===== src/rtl/rd_fram_buf_fill_ctrl_if.sv =====
// rtl/rd_fram_buf_fill_ctrl_if.sv - DDR read burst and frame buffer write bundle for the fill controller
interface rd_fram_buf_fill_ctrl_if #(
  parameter int DDR_AW = 28
) ();
  logic              ddr_req;
  logic [DDR_AW-1:0] ddr_req_addr;
  logic [7:0]        ddr_req_len;
  logic              ddr_req_ack;
  logic [255:0]      ddr_rdata;
  logic              ddr_rvalid;
  logic              ddr_rlast;
  logic [8:0]        buf_wr_addr;
  logic [255:0]      buf_wr_data;
  logic              buf_wr_en;

  // Controller side: issues bursts, receives beats, writes the buffer
  modport master (
    output ddr_req, ddr_req_addr, ddr_req_len,
    input  ddr_req_ack, ddr_rdata, ddr_rvalid, ddr_rlast,
    output buf_wr_addr, buf_wr_data, buf_wr_en
  );

  // Memory/buffer side
  modport slave (
    input  ddr_req, ddr_req_addr, ddr_req_len,
    output ddr_req_ack, ddr_rdata, ddr_rvalid, ddr_rlast,
    input  buf_wr_addr, buf_wr_data, buf_wr_en
  );
endinterface


===== src/rtl/rd_fram_buf_fill_ctrl.sv =====
// rtl/rd_fram_buf_fill_ctrl.sv - ping-pong line fill sequencer for the read frame buffer
module rd_fram_buf_fill_ctrl #(
  parameter int                DDR_AW      = 28,
  parameter logic [DDR_AW-1:0] FRAME_BASE  = '0,
  parameter int                LINE_STRIDE = 7680,
  parameter int                LINE_BEATS  = 240,
  parameter int                BURST_LEN   = 16,
  parameter int                FRAME_LINES = 1080
) (
  input  logic                           wr_clk,
  input  logic                           wr_rst,
  input  logic                           frame_start,
  input  logic                           line_req,
  rd_fram_buf_fill_ctrl_if.master        bus,
  output logic                           fill_done,
  output logic                           fill_half,
  output logic                           busy,
  output logic                           overrun_err
);

  typedef enum logic [2:0] {IDLE, REQ, DATA, DONE, DRAIN} state_t;

  localparam int                LCW         = $clog2(FRAME_LINES + 1);
  localparam logic [LCW-1:0]    LAST_LINE   = LCW'(FRAME_LINES);
  localparam logic [DDR_AW-1:0] STRIDE      = DDR_AW'(LINE_STRIDE);
  localparam logic [DDR_AW-1:0] BURST_BYTES = DDR_AW'(BURST_LEN * 32);
  localparam logic [8:0]        LINE_BEATS9 = 9'(LINE_BEATS);
  localparam logic [8:0]        BURST_LEN9  = 9'(BURST_LEN);
  localparam int                FIRST_BEATS = (LINE_BEATS < BURST_LEN) ? LINE_BEATS : BURST_LEN;
  localparam logic [7:0]        FIRST_LEN   = 8'(FIRST_BEATS - 1);

  state_t            state;
  logic [LCW-1:0]    line_cnt;
  logic [DDR_AW-1:0] line_addr;
  logic              half;
  logic [1:0]        prefetch;
  logic              pending;
  logic [8:0]        beats_issued;
  logic [7:0]        beat_cnt;

  logic [8:0]        remaining;
  logic [8:0]        next_beats;
  logic [7:0]        next_len;
  logic              line_avail;
  logic              done_clears;
  logic              last_beat;
  logic              outstanding;

  // Length of the next burst in the current line; the tail burst takes the remainder
  always_comb begin
    remaining   = LINE_BEATS9 - beats_issued;
    next_beats  = (remaining > BURST_LEN9) ? BURST_LEN9 : remaining;
    next_len    = 8'(next_beats - 9'd1);
    line_avail  = (line_cnt < LAST_LINE);
    done_clears = (state == DONE) && (prefetch == 2'd0);
    last_beat   = bus.ddr_rvalid && bus.ddr_rlast;
    outstanding = ((state == REQ) && bus.ddr_req_ack) ||
                  (((state == DATA) || (state == DRAIN)) && !last_beat);
  end

  assign busy = (state != IDLE);

  // Fill sequencer: burst issue, beat write-back, line bookkeeping and frame restart
  always_ff @(posedge wr_clk) begin
    if (wr_rst) begin
      state            <= IDLE;
      line_cnt         <= '0;
      line_addr        <= FRAME_BASE;
      half             <= 1'b0;
      prefetch         <= 2'd0;
      pending          <= 1'b0;
      beats_issued     <= '0;
      beat_cnt         <= '0;
      fill_done        <= 1'b0;
      fill_half        <= 1'b0;
      overrun_err      <= 1'b0;
      bus.ddr_req      <= 1'b0;
      bus.ddr_req_addr <= '0;
      bus.ddr_req_len  <= '0;
      bus.buf_wr_en    <= 1'b0;
      bus.buf_wr_addr  <= '0;
      bus.buf_wr_data  <= '0;
    end else begin
      fill_done     <= 1'b0;
      bus.buf_wr_en <= 1'b0;

      case (state)
        IDLE: begin
          if (((prefetch != 2'd0) || pending) && line_avail) begin
            beats_issued     <= '0;
            beat_cnt         <= '0;
            bus.ddr_req      <= 1'b1;
            bus.ddr_req_addr <= line_addr;
            bus.ddr_req_len  <= FIRST_LEN;
            state            <= REQ;
          end
        end
        REQ: begin
          if (bus.ddr_req_ack) begin
            bus.ddr_req  <= 1'b0;
            beats_issued <= beats_issued + 9'(bus.ddr_req_len) + 9'd1;
            state        <= DATA;
          end
        end
        DATA: begin
          if (bus.ddr_rvalid) begin
            bus.buf_wr_en   <= 1'b1;
            bus.buf_wr_addr <= {half, beat_cnt};
            bus.buf_wr_data <= bus.ddr_rdata;
            beat_cnt        <= beat_cnt + 8'd1;
            if (bus.ddr_rlast) begin
              if (beats_issued < LINE_BEATS9) begin
                bus.ddr_req      <= 1'b1;
                bus.ddr_req_addr <= bus.ddr_req_addr + BURST_BYTES;
                bus.ddr_req_len  <= next_len;
                state            <= REQ;
              end else begin
                state <= DONE;
              end
            end
          end
        end
        DONE: begin
          fill_done <= 1'b1;
          fill_half <= half;
          half      <= ~half;
          line_cnt  <= line_cnt + 1'b1;
          line_addr <= line_addr + STRIDE;
          if (prefetch != 2'd0) prefetch <= prefetch - 2'd1;
          else                  pending  <= 1'b0;
          state     <= IDLE;
        end
        DRAIN: begin
          if (last_beat) state <= IDLE;
        end
        default: state <= IDLE;
      endcase

      // A display request queues one refill; a second before it is served is dropped
      if (line_req && line_avail) begin
        if (pending && !done_clears) overrun_err <= 1'b1;
        else                         pending     <= 1'b1;
      end

      // Frame restart overrides everything; an in-flight burst is drained, not written
      if (frame_start) begin
        line_cnt      <= '0;
        line_addr     <= FRAME_BASE;
        half          <= 1'b0;
        prefetch      <= 2'd2;
        pending       <= 1'b0;
        overrun_err   <= 1'b0;
        fill_done     <= 1'b0;
        bus.ddr_req   <= 1'b0;
        bus.buf_wr_en <= 1'b0;
        state         <= outstanding ? DRAIN : IDLE;
      end
    end
  end

endmodule

===== src/flat_wrapper.sv =====
// flat-port wrapper written by rule: the top's interface ports become plain ports
module rd_fram_buf_fill_ctrl_flat 
#(
  parameter int                DDR_AW      = 28,
  parameter logic [DDR_AW-1:0] FRAME_BASE  = '0,
  parameter int                LINE_STRIDE = 7680,
  parameter int                LINE_BEATS  = 240,
  parameter int                BURST_LEN   = 16,
  parameter int                FRAME_LINES = 1080
)
  (wr_clk, wr_rst, frame_start, line_req, fill_done, fill_half, busy, overrun_err, bus_ddr_req, bus_ddr_req_addr, bus_ddr_req_len, bus_ddr_req_ack, bus_ddr_rdata, bus_ddr_rvalid, bus_ddr_rlast, bus_buf_wr_addr, bus_buf_wr_data, bus_buf_wr_en);
  rd_fram_buf_fill_ctrl_if #(.DDR_AW(DDR_AW)) bus_i ();
  input  logic wr_clk;
  input  logic wr_rst;
  input  logic frame_start;
  input  logic line_req;
  output logic fill_done;
  output logic fill_half;
  output logic busy;
  output logic overrun_err;
  output wire logic [$bits(bus_i.ddr_req)-1:0] bus_ddr_req;
  output wire logic [$bits(bus_i.ddr_req_addr)-1:0] bus_ddr_req_addr;
  output wire logic [$bits(bus_i.ddr_req_len)-1:0] bus_ddr_req_len;
  input wire logic [$bits(bus_i.ddr_req_ack)-1:0] bus_ddr_req_ack;
  input wire logic [$bits(bus_i.ddr_rdata)-1:0] bus_ddr_rdata;
  input wire logic [$bits(bus_i.ddr_rvalid)-1:0] bus_ddr_rvalid;
  input wire logic [$bits(bus_i.ddr_rlast)-1:0] bus_ddr_rlast;
  output wire logic [$bits(bus_i.buf_wr_addr)-1:0] bus_buf_wr_addr;
  output wire logic [$bits(bus_i.buf_wr_data)-1:0] bus_buf_wr_data;
  output wire logic [$bits(bus_i.buf_wr_en)-1:0] bus_buf_wr_en;
  assign bus_ddr_req = bus_i.ddr_req;
  assign bus_ddr_req_addr = bus_i.ddr_req_addr;
  assign bus_ddr_req_len = bus_i.ddr_req_len;
  assign bus_i.ddr_req_ack = bus_ddr_req_ack;
  assign bus_i.ddr_rdata = bus_ddr_rdata;
  assign bus_i.ddr_rvalid = bus_ddr_rvalid;
  assign bus_i.ddr_rlast = bus_ddr_rlast;
  assign bus_buf_wr_addr = bus_i.buf_wr_addr;
  assign bus_buf_wr_data = bus_i.buf_wr_data;
  assign bus_buf_wr_en = bus_i.buf_wr_en;
  rd_fram_buf_fill_ctrl #(.DDR_AW(DDR_AW), .FRAME_BASE(FRAME_BASE), .LINE_STRIDE(LINE_STRIDE), .LINE_BEATS(LINE_BEATS), .BURST_LEN(BURST_LEN), .FRAME_LINES(FRAME_LINES)) u_core (.wr_clk(wr_clk), .wr_rst(wr_rst), .frame_start(frame_start), .line_req(line_req), .bus(bus_i), .fill_done(fill_done), .fill_half(fill_half), .busy(busy), .overrun_err(overrun_err));
endmodule

===== config.mk =====
export PLATFORM = sky130hd
export DESIGN_NAME = rd_fram_buf_fill_ctrl_flat
export DESIGN_NICKNAME = d
export VERILOG_FILES = /design/src/rtl/rd_fram_buf_fill_ctrl_if.sv /design/src/rtl/rd_fram_buf_fill_ctrl.sv /design/src/flat_wrapper.sv
export SDC_FILE = /design/constraint.sdc
export NUM_CORES = 1
export LEC_CHECK = 0
export CAP_MARGIN = 20
export CORE_AREA = 2 2 222 224
export CTS_CLUSTER_SIZE = 8
export DETAILED_ROUTE_END_ITERATION = 8
export DIE_AREA = 0 0 224 226
export PLACE_DENSITY = 0.54
export SKIP_LAST_GASP = 1
export SYNTH_ARGS = -nofsm -noshare
export SYNTH_HDL_FRONTEND = slang
export SYNTH_SLANG_ARGS = --single-unit

===== constraint.sdc =====
create_clock -name wr_clk -period 8.21 [get_ports wr_clk]
set_input_delay 1.642 -clock wr_clk [delete_from_list [all_inputs] [get_ports wr_clk]]
set_output_delay 1.642 -clock wr_clk [all_outputs]
set_load 0.01 [all_outputs]

==> impl_metrics.py, run 1 <==
metrics = {
    "run_status": {
        "outcome": "finished, final reports clean",
    },
    "placed_design": {
        "place_inst": 2817,
        "io_buffer_count": 560,
        "hpwlAfterDp_mm": 36.1,
        "gp_congestion": 0.822,
    },
    "grt": {
        "overflow": 0,
        "grt_start_max_net_pins": 158,
        "use_met3_pct": 6.10,
        "met2_usage_pct": 32.8,
        "antenna_found_initial": 3,
        "grt_first_pass_wirelength_mm": 76.3,
        "grt_busiest_layer": "met2",
        "grt_pass1_vias": 13200,
        "met1_usage_pct": 22.6,
        "track_usage_pct": 19.2,
    },
    "cts": {
        "cts_made_buffers": 50,
        "cts_setup_buffers": 0,
        "cts_tree": "done",
        "clockBufferDepth": 3,
        "post_cts_resized": 0,
        "cts_root_buf": "clkbuf_16",
        "htree_levels": 2,
        "clkTransAtPathRegs_ns": 0.05,
        "cts_hold_buf": 0,
        "worstSkewPairLatency_ns": 0.56,
        "cts_sinks": 351,
    },
    "timing": {
        "hold_viol": 0,
        "relSlewSlack_pct": 31.7,
        "tightest_slew_ns": 1.02,
        "finalCriticalPeriod_ns": 4.11,
        "setup_tns_ns": 0,
        "skew_ns": 0.0221,
        "fmax_ghz": 0.244,
        "finalCritPeriodShare_pct": 50.0,
        "drv_slew": 0,
        "setup_violations": 0,
        "grt_setup_unrepaired": "no",
    },
    "synth": {
        "ys_seq_area_share_pct": 51.3,
        "synth_simple_gate_area_share_pct": 23.9,
        "synthTopCellsByCount": "nand2_1 (604), dfxtp_1 (351), a21oi_1 (316)",
        "ys.warnings.count": 0,
        "syn-cell-area_um2": 13700,
        "synthTopCellsByArea": "dfxtp_1 (51%), nand2_1 (17%), a21oi_1 (12%), clkbuf_1 (3.0%), nor2_1 (1.9%)",
        "synth_mux_area_share_pct": 0.146,
        "synth_edf_count": 0,
        "yosys.area_share.xor_xnor_pct": 2.43,
        "ys.flop_type": "dfxtp_1",
        "synth_top_family_by_area": "simple AND/OR/NAND/NOR gates",
        "syn_inst": 1746,
        "synth_most_common_cell": "nand2_1",
        "ys_seq_elements": 351,
        "synth.distinct_cells": 65,
        "synth_async_sr_flop_share_pct": 0,
        "syn_avg_cell_area_um2": 7.84,
        "synth_largest_area_cell": "dfxtp_1",
        "synth-compound-area-share_pct": 16.3,
        "synthAdderAreaFrac_pct": 1.52,
        "synth_top_area_share_pct": 51.3,
    },
    "pwr": {
        "peakVddDrop_uv": 149,
        "p_per_area_nw_per_um2": 191,
        "finalPower_mw": 4.02,
        "p_leak_nw": 7.02,
    },
    "worst_setup_path": {
        "crit_type": "input pin to flop",
        "cp.arrival_ns": 4.59,
        "crit_required_ns": 8.70,
        "crit_fanout": 81,
        "endpoint_kind": "flop",
        "startpoint_type": "input pin",
    },
    "floorplan": {
        "core_area_um2": 48300,
        "dieArea_um2": 50600,
        "fp-row-count": 81,
        "die_w_um": 224,
        "start_util_pct": 28.3,
        "num_io_pins": 570,
        "fp.dieH_um": 226,
    },
    "route": {
        "drc_errors": 0,
        "dr.pass1.iters": 5,
        "avgRoutedWirePerCell_um": 17.8,
        "vias_per_cell": 4.71,
        "totalWireLength_mm": 51.2,
        "num_vias": 13600,
        "ant_nets": 0,
        "drtIter0Drc": 735,
    },
    "cells_and_area": {
        "nNetsFinal": 2527,
        "drive_above_1_share_pct": 3.37,
        "stdcell_count": 2878,
        "syn_to_final_growth_pct": 53.5,
    },
    "flow_run": {
        "drv_cap": 0,
    },
    "worst_hold_path": {
        "hp-class": "flop to flop",
    },
}
-- cell families (layout without fill, tap and decap cells) --
family	Yosys count	after routing
and+or+nand+nor	788	788
other	1	12
xor gates and xnor gates	38	38
muxes	2	2
adders and majority gates	16	16
buffers and inverters	144	643
DFF	351	351
AOI/OAI and AO/OA	406	406
-- layout by cell type (no fill, tap or decap), drive strengths merged, types with 12 or more instances in the layout --
cell / count
nor3: 16
nand3: 12
xor2: 21
nand2: 604
inv: 14
nor2: 71
nand4: 14
dfxtp: 351
buf: 13
a21oi: 317
o21ai: 26
a31oi: 12
xnor2: 17
ha: 15
clkbuf: 55
clkdlybuf4s50: 559
-- registers in the layout, indices dropped and copies added, names as in the netlist --
signal	count
u_core.bus.ddr_req	1
u_core.fill_half	1
u_core.bus.buf_wr_en	1
u_core.beat_cnt	8
u_core.beats_issued	9
u_core.line_addr	19
u_core.half	1
u_core.bus.ddr_req_addr	19
u_core.prefetch	2
u_core.bus.ddr_req_len	8
u_core.bus.buf_wr_addr	9
u_core.bus.buf_wr_data	256
u_core.line_cnt	11
u_core.state	3
u_core.fill_done	1
u_core.pending	1
u_core.overrun_err	1
-- power breakdown --
group	switching [mW]	leakage, nW	internal [mW]
logic	0.208	3.55	0.226
registers	0.0297	2.83	1.75
clock network	0.725	0.639	1.08
-- worst paths after layout --
check | from | to | slack, ns | cells after the start
max | bus_ddr_rvalid | u_core.bus.buf_wr_data[120]$_SDFFE_PP0P_ | 4.10 | 6
min | u_core.bus.buf_wr_data[66]$_SDFFE_PP0P_ | u_core.bus.buf_wr_data[66]$_SDFFE_PP0P_ | 0.45 | 2
max reg2reg | u_core.beats_issued[0]$_SDFFE_PP0P_ | u_core.bus.ddr_req_len[4]$_SDFFE_PP0P_ | 4.80 | 12
min reg2reg | u_core.bus.buf_wr_data[66]$_SDFFE_PP0P_ | u_core.bus.buf_wr_data[66]$_SDFFE_PP0P_ | 0.45 | 2
-- metal layers --
metal / wire [um] / up-vias
met5: 0 / -
met3: 4250 / 80
met4: 1420 / 0
met2: 24800 / 472
li1: - / 6768
met1: 20700 / 6247
-- per-stage QoR --
stage | setup WS, ns | utilization [%] | hold WS, ns | instance area (um2)
floorplan | 5.14 | - | 0.444 | 13700
global route | 3.84 | 43.5 | 0.469 | 21000
global placement | 3.48 | 40.7 | 0.441 | 19700
detailed placement | 3.41 | 40.7 | 0.446 | 19700
finish | 4.10 | 43.5 | 0.449 | 21000
CTS | 4.01 | 43.4 | 0.452 | 21000
-- area by class of cell --
type	instances	area, um2
Antenna cell	3	7.51
Clock buffer	55	1280
Clock inverter	2	21.3
Fill cell	4865	27300
Inverter	14	52.6
Multi-Input combinational cell	1259	6120
Sequential cell	351	7030
Tap cell	622	778
Timing Repair Buffer	572	5730
-- worst max-delay path, cell delays in order --
cell and delay [ns]:
clkdlybuf4s50_1 0.55, and2_4 0.50, buf_4 0.69, buf_4 0.80, nand2_1 0.14, a21oi_1 0.17
Note: power is estimated with default switching activity, not from simulation.
==> run 2, diff against run 1 <==
--- a/config.mk
+++ b/config.mk
@@ -6,10 +6,10 @@
 export NUM_CORES = 1
 export LEC_CHECK = 0
 export CAP_MARGIN = 20
-export CORE_AREA = 2 2 222 224
+export CORE_AREA = 2 2 223 225
 export CTS_CLUSTER_SIZE = 8
 export DETAILED_ROUTE_END_ITERATION = 8
-export DIE_AREA = 0 0 224 226
+export DIE_AREA = 0 0 225 227
 export PLACE_DENSITY = 0.54
 export SKIP_LAST_GASP = 1
 export SYNTH_ARGS = -nofsm -noshare
==> constraint.sdc (replaced) <==
create_clock -name wr_clk -period 3.8 [get_ports wr_clk]
set_input_delay 0.76 -clock wr_clk [delete_from_list [all_inputs] [get_ports wr_clk]]
set_output_delay 0.76 -clock wr_clk [all_outputs]
set_load 0.01 [all_outputs]
==> impl_metrics.py, run 2 (synthesis results as in run 1) <==
metrics = {
    "run_status": {
        "outcome": "finished, final reports clean",
    },
    "cts": {
        "cts_hold_buf": 0,
        "cts_sinks": 351,
        "cts_root_buf": "clkbuf_16",
        "cts_setup_buffers": 0,
        "post_cts_resized": 0,
        "cts_tree": "done",
        "cts_made_buffers": 50,
        "clockBufferDepth": 3,
        "htree_levels": 2,
        "worstSkewPairLatency_ns": 0.57,
        "clkTransAtPathRegs_ns": 0.05,
    },
    "worst_setup_path": {
        "timing.rr.end": "u_core.bus.ddr_req_len[2]$_SDFFE_PP0P_",
        "critPathBufInv": 1,
        "startpoint_type": "flop",
        "cp_slowest_cell": "nor3b_1",
        "reg2reg_depth": 11,
        "crit_type": "flop to flop",
        "crit_family": "simple AND/OR/NAND/NOR gates",
        "crit_required_ns": 4.27,
        "reg2reg_slack_ns": 0.78,
        "crit_cells": 11,
        "endpoint_kind": "flop",
        "cp.arrival_ns": 3.49,
        "cpPeakStageDelay_ns": 0.53,
        "worstReg2RegStart": "u_core.beats_issued[0]$_SDFFE_PP0P_",
        "crit_fanout": 8,
        "path_cells": "inv_1, ha_1, nor3b_1, nor4b_1, a211o_1, nand2_1, nor2_1, nand2_1, ha_1, xor2_1, a211oi_1",
    },
    "grt": {
        "grt_first_pass_wirelength_mm": 75.9,
        "grt_start_max_net_pins": 178,
        "grt_pass1_vias": 13200,
        "antenna_found_initial": 5,
        "overflow": 0,
        "track_usage_pct": 19.0,
    },
    "timing": {
        "fmax_ghz": 0.331,
        "setup_violations": 0,
        "finalCritPeriodShare_pct": 79.5,
        "drv_slew": 0,
        "whs_ns": 0.449,
        "hold_viol": 0,
        "skew_ns": 0.0179,
        "relSlewSlack_pct": 25.6,
        "tightest_slew_ns": 1.12,
        "grt_setup_unrepaired": "no",
        "finalCriticalPeriod_ns": 3.02,
        "setup_tns_ns": 0,
    },
    "route": {
        "dr.pass1.iters": 5,
        "drtIter0Drc": 764,
        "vias_per_cell": 4.73,
        "totalWireLength_mm": 51.3,
        "num_vias": 13700,
        "drc_errors": 0,
        "ant_nets": 0,
        "avgRoutedWirePerCell_um": 17.8,
    },
    "cells_and_area": {
        "fin_area_um2": 21100,
        "final_common_cell": "nand2_1",
        "top_register": "u_core.bus.buf_wr_data",
        "nNetsFinal": 2535,
        "drive_above_1_share_pct": 3.72,
        "reg.largest.list": "u_core.bus.buf_wr_data: 256 flops, u_core.bus.ddr_req_addr: 19 flops, u_core.line_addr: 19 flops",
        "syn_to_final_growth_pct": 54.3,
        "n_fill_cell": 4883,
        "largest_reg_flops": 256,
        "regArea_um2": 7030,
        "multi_input_area_um2": 6120,
        "most-common-layout-cells": "nand2_1 (603), clkdlybuf4s50_1 (559), dfxtp_1 (351)",
    },
    "floorplan": {
        "num_io_pins": 570,
        "core_area_um2": 48500,
        "die_w_um": 225,
        "fp-row-count": 81,
        "dieArea_um2": 51100,
        "start_util_pct": 28.2,
        "fp.dieH_um": 227,
    },
    "worst_hold_path": {
        "worstHoldStart": "u_core.bus.buf_wr_data[53]$_SDFFE_PP0P_",
        "holdPathEnd": "u_core.bus.buf_wr_data[53]$_SDFFE_PP0P_",
        "hp-class": "flop to flop",
        "hold_path_depth": 2,
    },
    "pwr": {
        "p_per_area_nw_per_um2": 413,
        "p_leak_nw": 7.08,
        "peakVddDrop_uv": 317,
    },
    "placed_design": {
        "placed_cell_area_um2": 19800,
        "gp_congestion": 0.801,
        "hpwlAfterDp_mm": 36.4,
        "io_buffer_count": 560,
    },
    "flow_run": {
        "drv_cap": 0,
    },
}
## run 2: layer usage
metal	global-route usage, %	vias to the layer above	share of wire (%)
li1	-	6786	-
met1	21.6	6247	39
met2	31.7	518	47
met3	7.16	95	9.7
met4	8.76	4	3.7
met5	0	-	0.053
## run 2: how the worst max path moves through the flow
stage                                                   start                                        to  slack, ns
after floorplan           u_core.beats_issued[0]$_SDFFE_PP0P_    u_core.bus.ddr_req_len[2]$_SDFFE_PP0P_       1.01
after global placement                          bus_ddr_rlast  u_core.bus.ddr_req_addr[25]$_SDFFE_PP0P_       0.78
after detailed placement                        bus_ddr_rlast  u_core.bus.ddr_req_addr[25]$_SDFFE_PP0P_       0.75
after CTS                 u_core.beats_issued[0]$_SDFFE_PP0P_    u_core.bus.ddr_req_len[2]$_SDFFE_PP0P_       0.79
after global routing      u_core.beats_issued[1]$_SDFFE_PP0P_    u_core.bus.ddr_req_len[2]$_SDFFE_PP0P_       0.56
final                     u_core.beats_issued[0]$_SDFFE_PP0P_    u_core.bus.ddr_req_len[2]$_SDFFE_PP0P_       0.78
## run 2: cell type report
type	instances	area share (%)
clock inverters	3	0.243
inverters	14	0.249
repair buffers	580	27.6
multi-input cells	1259	29.0
well taps	622	3.68
diodes	4	0.0474
flip-flops and latches	351	33.3
clock buffers	52	5.96
## run 2: power by group
part / switching [mW] / total (mW) / internal (mW)
Clock: 1.57 / 3.94 / 2.37
Sequential: 0.0626 / 3.84 / 3.78
Combinational: 0.448 / 0.950 / 0.502
## run 2: worst register-to-register path: stages, from the launching register on
cell,delay [ns]
dfxtp_1,0.39
inv_1,0.20
ha_1,0.19
nor3b_1,0.54
nor4b_1,0.34
a211o_1,0.23
nand2_1,0.08
nor2_1,0.21
nand2_1,0.10
ha_1,0.27
xor2_1,0.18
a211oi_1,0.22
## run 2: metrics by stage
stage	setup slack (ns)	power, mW	utilization, %	cells
after global placement	0.777	4.86	40.8	2825
final	0.779	8.73	43.5	2885
after CTS	0.791	8.86	43.5	2880
after floorplan	1.01	4.29	-	1754
after global routing	0.563	9.11	43.5	2884
after detailed placement	0.752	4.86	40.8	2825
==> run 3, diff against run 2 <==
==> constraint.sdc (replaced) <==
create_clock -name wr_clk -period 2.9 [get_ports wr_clk]
set_input_delay 0.58 -clock wr_clk [delete_from_list [all_inputs] [get_ports wr_clk]]
set_output_delay 0.58 -clock wr_clk [all_outputs]
set_load 0.01 [all_outputs]
==> impl_metrics.py, run 3 (synthesis results as in run 1) <==
metrics = {
    "cells_and_area": {
        "syn_to_final_growth_pct": 55.3,
        "nNetsFinal": 2547,
        "drive_above_1_share_pct": 4.27,
        "top_register": "u_core.bus.buf_wr_data",
        "multi_input_area_um2": 6130,
        "regArea_um2": 7030,
        "largest_reg_flops": 256,
        "final_common_cell": "nand2_1",
        "n_fill_cell": 4887,
        "most-common-layout-cells": "nand2_1 (603), clkdlybuf4s50_1 (559), dfxtp_1 (351)",
        "reg.largest.list": "u_core.bus.buf_wr_data: 256 flops, u_core.bus.ddr_req_addr: 19 flops, u_core.line_addr: 19 flops",
    },
    "grt": {
        "overflow": 0,
        "grt_first_pass_wirelength_mm": 76.2,
        "track_usage_pct": 19.1,
        "grt_start_max_net_pins": 166,
        "antenna_found_initial": 3,
        "grt_pass1_vias": 13100,
    },
    "cts": {
        "cts_setup_buffers": 0,
        "cts_tree": "done",
        "clkTransAtPathRegs_ns": 0.05,
        "cts_hold_buf": 0,
        "worstSkewPairLatency_ns": 0.56,
        "cts_root_buf": "clkbuf_16",
        "clockBufferDepth": 3,
        "post_cts_resized": 0,
        "cts_made_buffers": 50,
        "cts_sinks": 351,
        "htree_levels": 2,
    },
    "worst_setup_path": {
        "cp.arrival_ns": 2.13,
        "startpoint_type": "flop",
        "crit_type": "flop to primary output",
        "crit_fanout": 10,
        "reg2reg_slack_ns": 0.28,
        "crit_required_ns": 2.32,
        "endpoint_kind": "primary output",
    },
    "flow_run": {
        "drv_cap": 0,
    },
    "floorplan": {
        "dieArea_um2": 51100,
        "fp-row-count": 81,
        "die_w_um": 225,
        "num_io_pins": 570,
        "start_util_pct": 28.2,
        "core_area_um2": 48500,
        "fp.dieH_um": 227,
    },
    "pwr": {
        "p_per_area_nw_per_um2": 537,
        "peakVddDrop_uv": 383,
        "finalPower_mw": 11.4,
        "p_leak_nw": 7.16,
    },
    "route": {
        "dr.pass1.iters": 5,
        "drc_errors": 0,
        "num_vias": 13700,
        "vias_per_cell": 4.72,
        "avgRoutedWirePerCell_um": 17.7,
        "totalWireLength_mm": 51.3,
        "ant_nets": 0,
        "drtIter0Drc": 767,
    },
    "placed_design": {
        "gp_congestion": 0.824,
        "hpwlAfterDp_mm": 36.4,
        "io_buffer_count": 560,
    },
    "timing": {
        "setup_tns_ns": 0,
        "drv_slew": 0,
        "finalCriticalPeriod_ns": 2.71,
        "finalCritPeriodShare_pct": 93.5,
        "setup_violations": 0,
        "relSlewSlack_pct": 40.1,
        "tightest_slew_ns": 0.899,
        "fmax_ghz": 0.369,
        "grt_setup_unrepaired": "no",
        "hold_viol": 0,
        "skew_ns": 0.0196,
    },
    "run_status": {
        "outcome": "finished, final reports clean",
    },
    "worst_hold_path": {
        "hp-class": "flop to flop",
    },
}
## run 3: worst paths after layout
kind | start | endpoint | depth (start not counted)
max | u_core.state[2]$_SDFFE_PP0P_ | busy | 3
min | u_core.bus.buf_wr_data[93]$_SDFFE_PP0P_ | u_core.bus.buf_wr_data[93]$_SDFFE_PP0P_ | 2
min reg2reg | u_core.bus.buf_wr_data[93]$_SDFFE_PP0P_ | u_core.bus.buf_wr_data[93]$_SDFFE_PP0P_ | 2
max reg2reg | u_core.beats_issued[0]$_SDFFE_PP0P_ | u_core.bus.ddr_req_len[2]$_SDFFE_PP0P_ | 11
## run 3: worst max-delay path, stage by stage (launching register included)
cell             delay (ns)
dfxtp_1                0.40
nor3_1                 0.46
inv_1                  0.18
clkdlybuf4s50_1        0.54
## run 3: where the power goes
group	switching, mW	leakage, nW	internal (mW)
Clock	2.06	0.639	3.05
Sequential	0.0799	2.83	4.95
Combinational	0.596	3.69	0.677
Total	2.74	7.16	8.68
## run 3: layout make-up
class | instances | area share (%)
clock inverter | 2 | 0.100
tap | 622 | 3.66
antenna | 3 | 0.0353
inverter | 14 | 0.247
multi-input combinational | 1259 | 28.8
sequential | 351 | 33.0
timing repair buffer | 592 | 28.1
clock buffer | 55 | 6.02
## run 3: per-stage QoR
stage          area (um2)  std cells  worst slack (ns)  utilization (%)  hold slack (ns)
2_1_floorplan       13700       1754             0.105                -            0.444
3_3_place_gp        20000       2838             0.107             41.1            0.440
3_5_place_dp        20000       2838            0.0438             41.1            0.446
4_1_cts             21300       2895            0.0354             43.8            0.453
5_1_grt             21300       2896            0.0146             43.8            0.467
6_report            21300       2898             0.190             43.8            0.449
## run 3: metal layers
layer	part of all wire, %	global-route usage (%)	vias up
li1	-	-	6813
met1	40	22.6	6296
met2	48	31.9	463
met3	8.5	6.38	89
met4	3.1	7.46	4
met5	0.058	0	-
==> patch, RTL diff (flow settings as in run 3) <==
Reset style: asynchronous (`wr_rst`), changed in one clocked block.
--- a/src/rtl/rd_fram_buf_fill_ctrl.sv
+++ b/src/rtl/rd_fram_buf_fill_ctrl.sv
@@ -61,7 +61,7 @@
   assign busy = (state != IDLE);
 
   // Fill sequencer: burst issue, beat write-back, line bookkeeping and frame restart
-  always_ff @(posedge wr_clk) begin
+  always_ff @(posedge wr_clk or posedge wr_rst) begin
     if (wr_rst) begin
       state            <= IDLE;
       line_cnt         <= '0;
Check against the original RTL: differs if wr_rst is asserted again (counterexample within 4 cycles, from zero or initial values and one cycle with wr_rst high); with wr_rst held inactive, the same outputs for 4 cycles.
==> patch against run 3 <==
  * Wire length up 4.6%
  * Via count down 3.0%
  * Sequential cell count unchanged
  * Critical path depth up 7
  * Setup slack better by 0.071 ns
  * Utilization up 2.5 points
  * Design area up 5.7%
  * Highest routed layer unchanged
  * Synthesized area up 7.6%
  * Fmax up 2.7%
Power is not compared: it rests on default switching activity, and its combinational part moved more than twofold at a synthesized area within 25%.
==> patch: results (changes against run 3) <==
largest net degree at the start of global routing - 154 (was 166)
Layout Nets - 2516 (was 2547)
DRT iter0 DRCs - 731 (was 767)
Non-clk invs - 19 (was 14)
placed cell areas - 21200 um^2 (was 20000 um^2)
mux share of post-synthesis cell area - 0.136% (was 0.146%)
Finished Layout Cells - 2869 (was 2898)
Worst Hold Class - primary input to asynchronous set/reset pin (was register to register)
top_reg_cell synth - dfrtp_1 (was dfxtp_1)
layout cells sized above 1 - 4.51% (was 4.27%)
Reg area - 8780 um^2 (was 7030 um^2)
cells after synthesis - 1677 (was 1746)
Non-clk bufs - 594 (was 592)
worst clock skew - 0.0209 ns (was 0.0196 ns)
drt total wl - 53700 um (was 51300 um)
tightest hold margin - 0.409 ns (was 0.449 ns)
fin crit period - 2.64 ns (was 2.71 ns)
clk tree area frac - 5.65% (was 6.12%)
post-synthesis xor/xnor area fraction - 1.55% (was 2.43%)
# clk buffers - 51 (was 55)
worst reg2reg endpoint - u_core.bus.ddr_req_len[2]$_DFFE_PP0P_ (was u_core.bus.ddr_req_len[2]$_SDFFE_PP0P_)
Via Count - 13300 (was 13700)
synth unique cells - 59 (was 65)
sequential-to-total area share from yosys stat - 59.6% (was 51.3%)
ANT cells - 10 (was 3)
First-pass DRT Iterations - 4 (was 5)
non-clk buf share - 26.8% (was 28.1%)
status - complete, no violations (unchanged)
Commonest cells post-synth - nand2_1 (861), dfrtp_1 (351), clkbuf_1 (70), nor2_1 (59), o21ai_0 (52) (was nand2_1 (604), dfxtp_1 (351), a21oi_1 (316), clkbuf_1 (111), nor2_1 (71))
ys async rst share - 100% (was 0%)
Post-Synth Adder-Cell Area - 1.49% (was 1.52%)
first-pass GRT wire length - 79800 um (was 76200 um)
patch: through the flow:
step	setup TNS (ns)	power, mW
floorplan	-835.52	10.2
global placement	0	14.9
detailed placement	0	14.9
CTS	0	20.2
global route	0	21.1
finish	0	19.9
patch: power by group:
| group | internal [mW] | total [mW] | switching, mW | leakage (nW) |
|---|---|---|---|---|
| combinational | 3.82 | 7.29 | 3.47 | 5.50 |
| sequential | 6.50 | 7.51 | 1.00 | 4.55 |
| clock | 3.01 | 5.10 | 2.09 | 0.624 |
patch: critical path, stage by stage, from the launching register on:
cell,delay (ns)
dfrtp_1,0.46
inv_1,0.13
ha_1,0.28
or3b_2,0.46
mux2i_1,0.14
a32oi_1,0.17
nor2_1,0.22
nand2_1,0.12
ha_1,0.24
xnor2_1,0.17
a31oi_1,0.10
patch: routing by layer:
layer	vias up	wire length, um	GRT usage, %
li1	6413	-	-
met1	6277	21200	24.2
met3	95	4240	6.21
met5	-	67	0
met4	10	1930	10.1
met2	462	26300	33.6
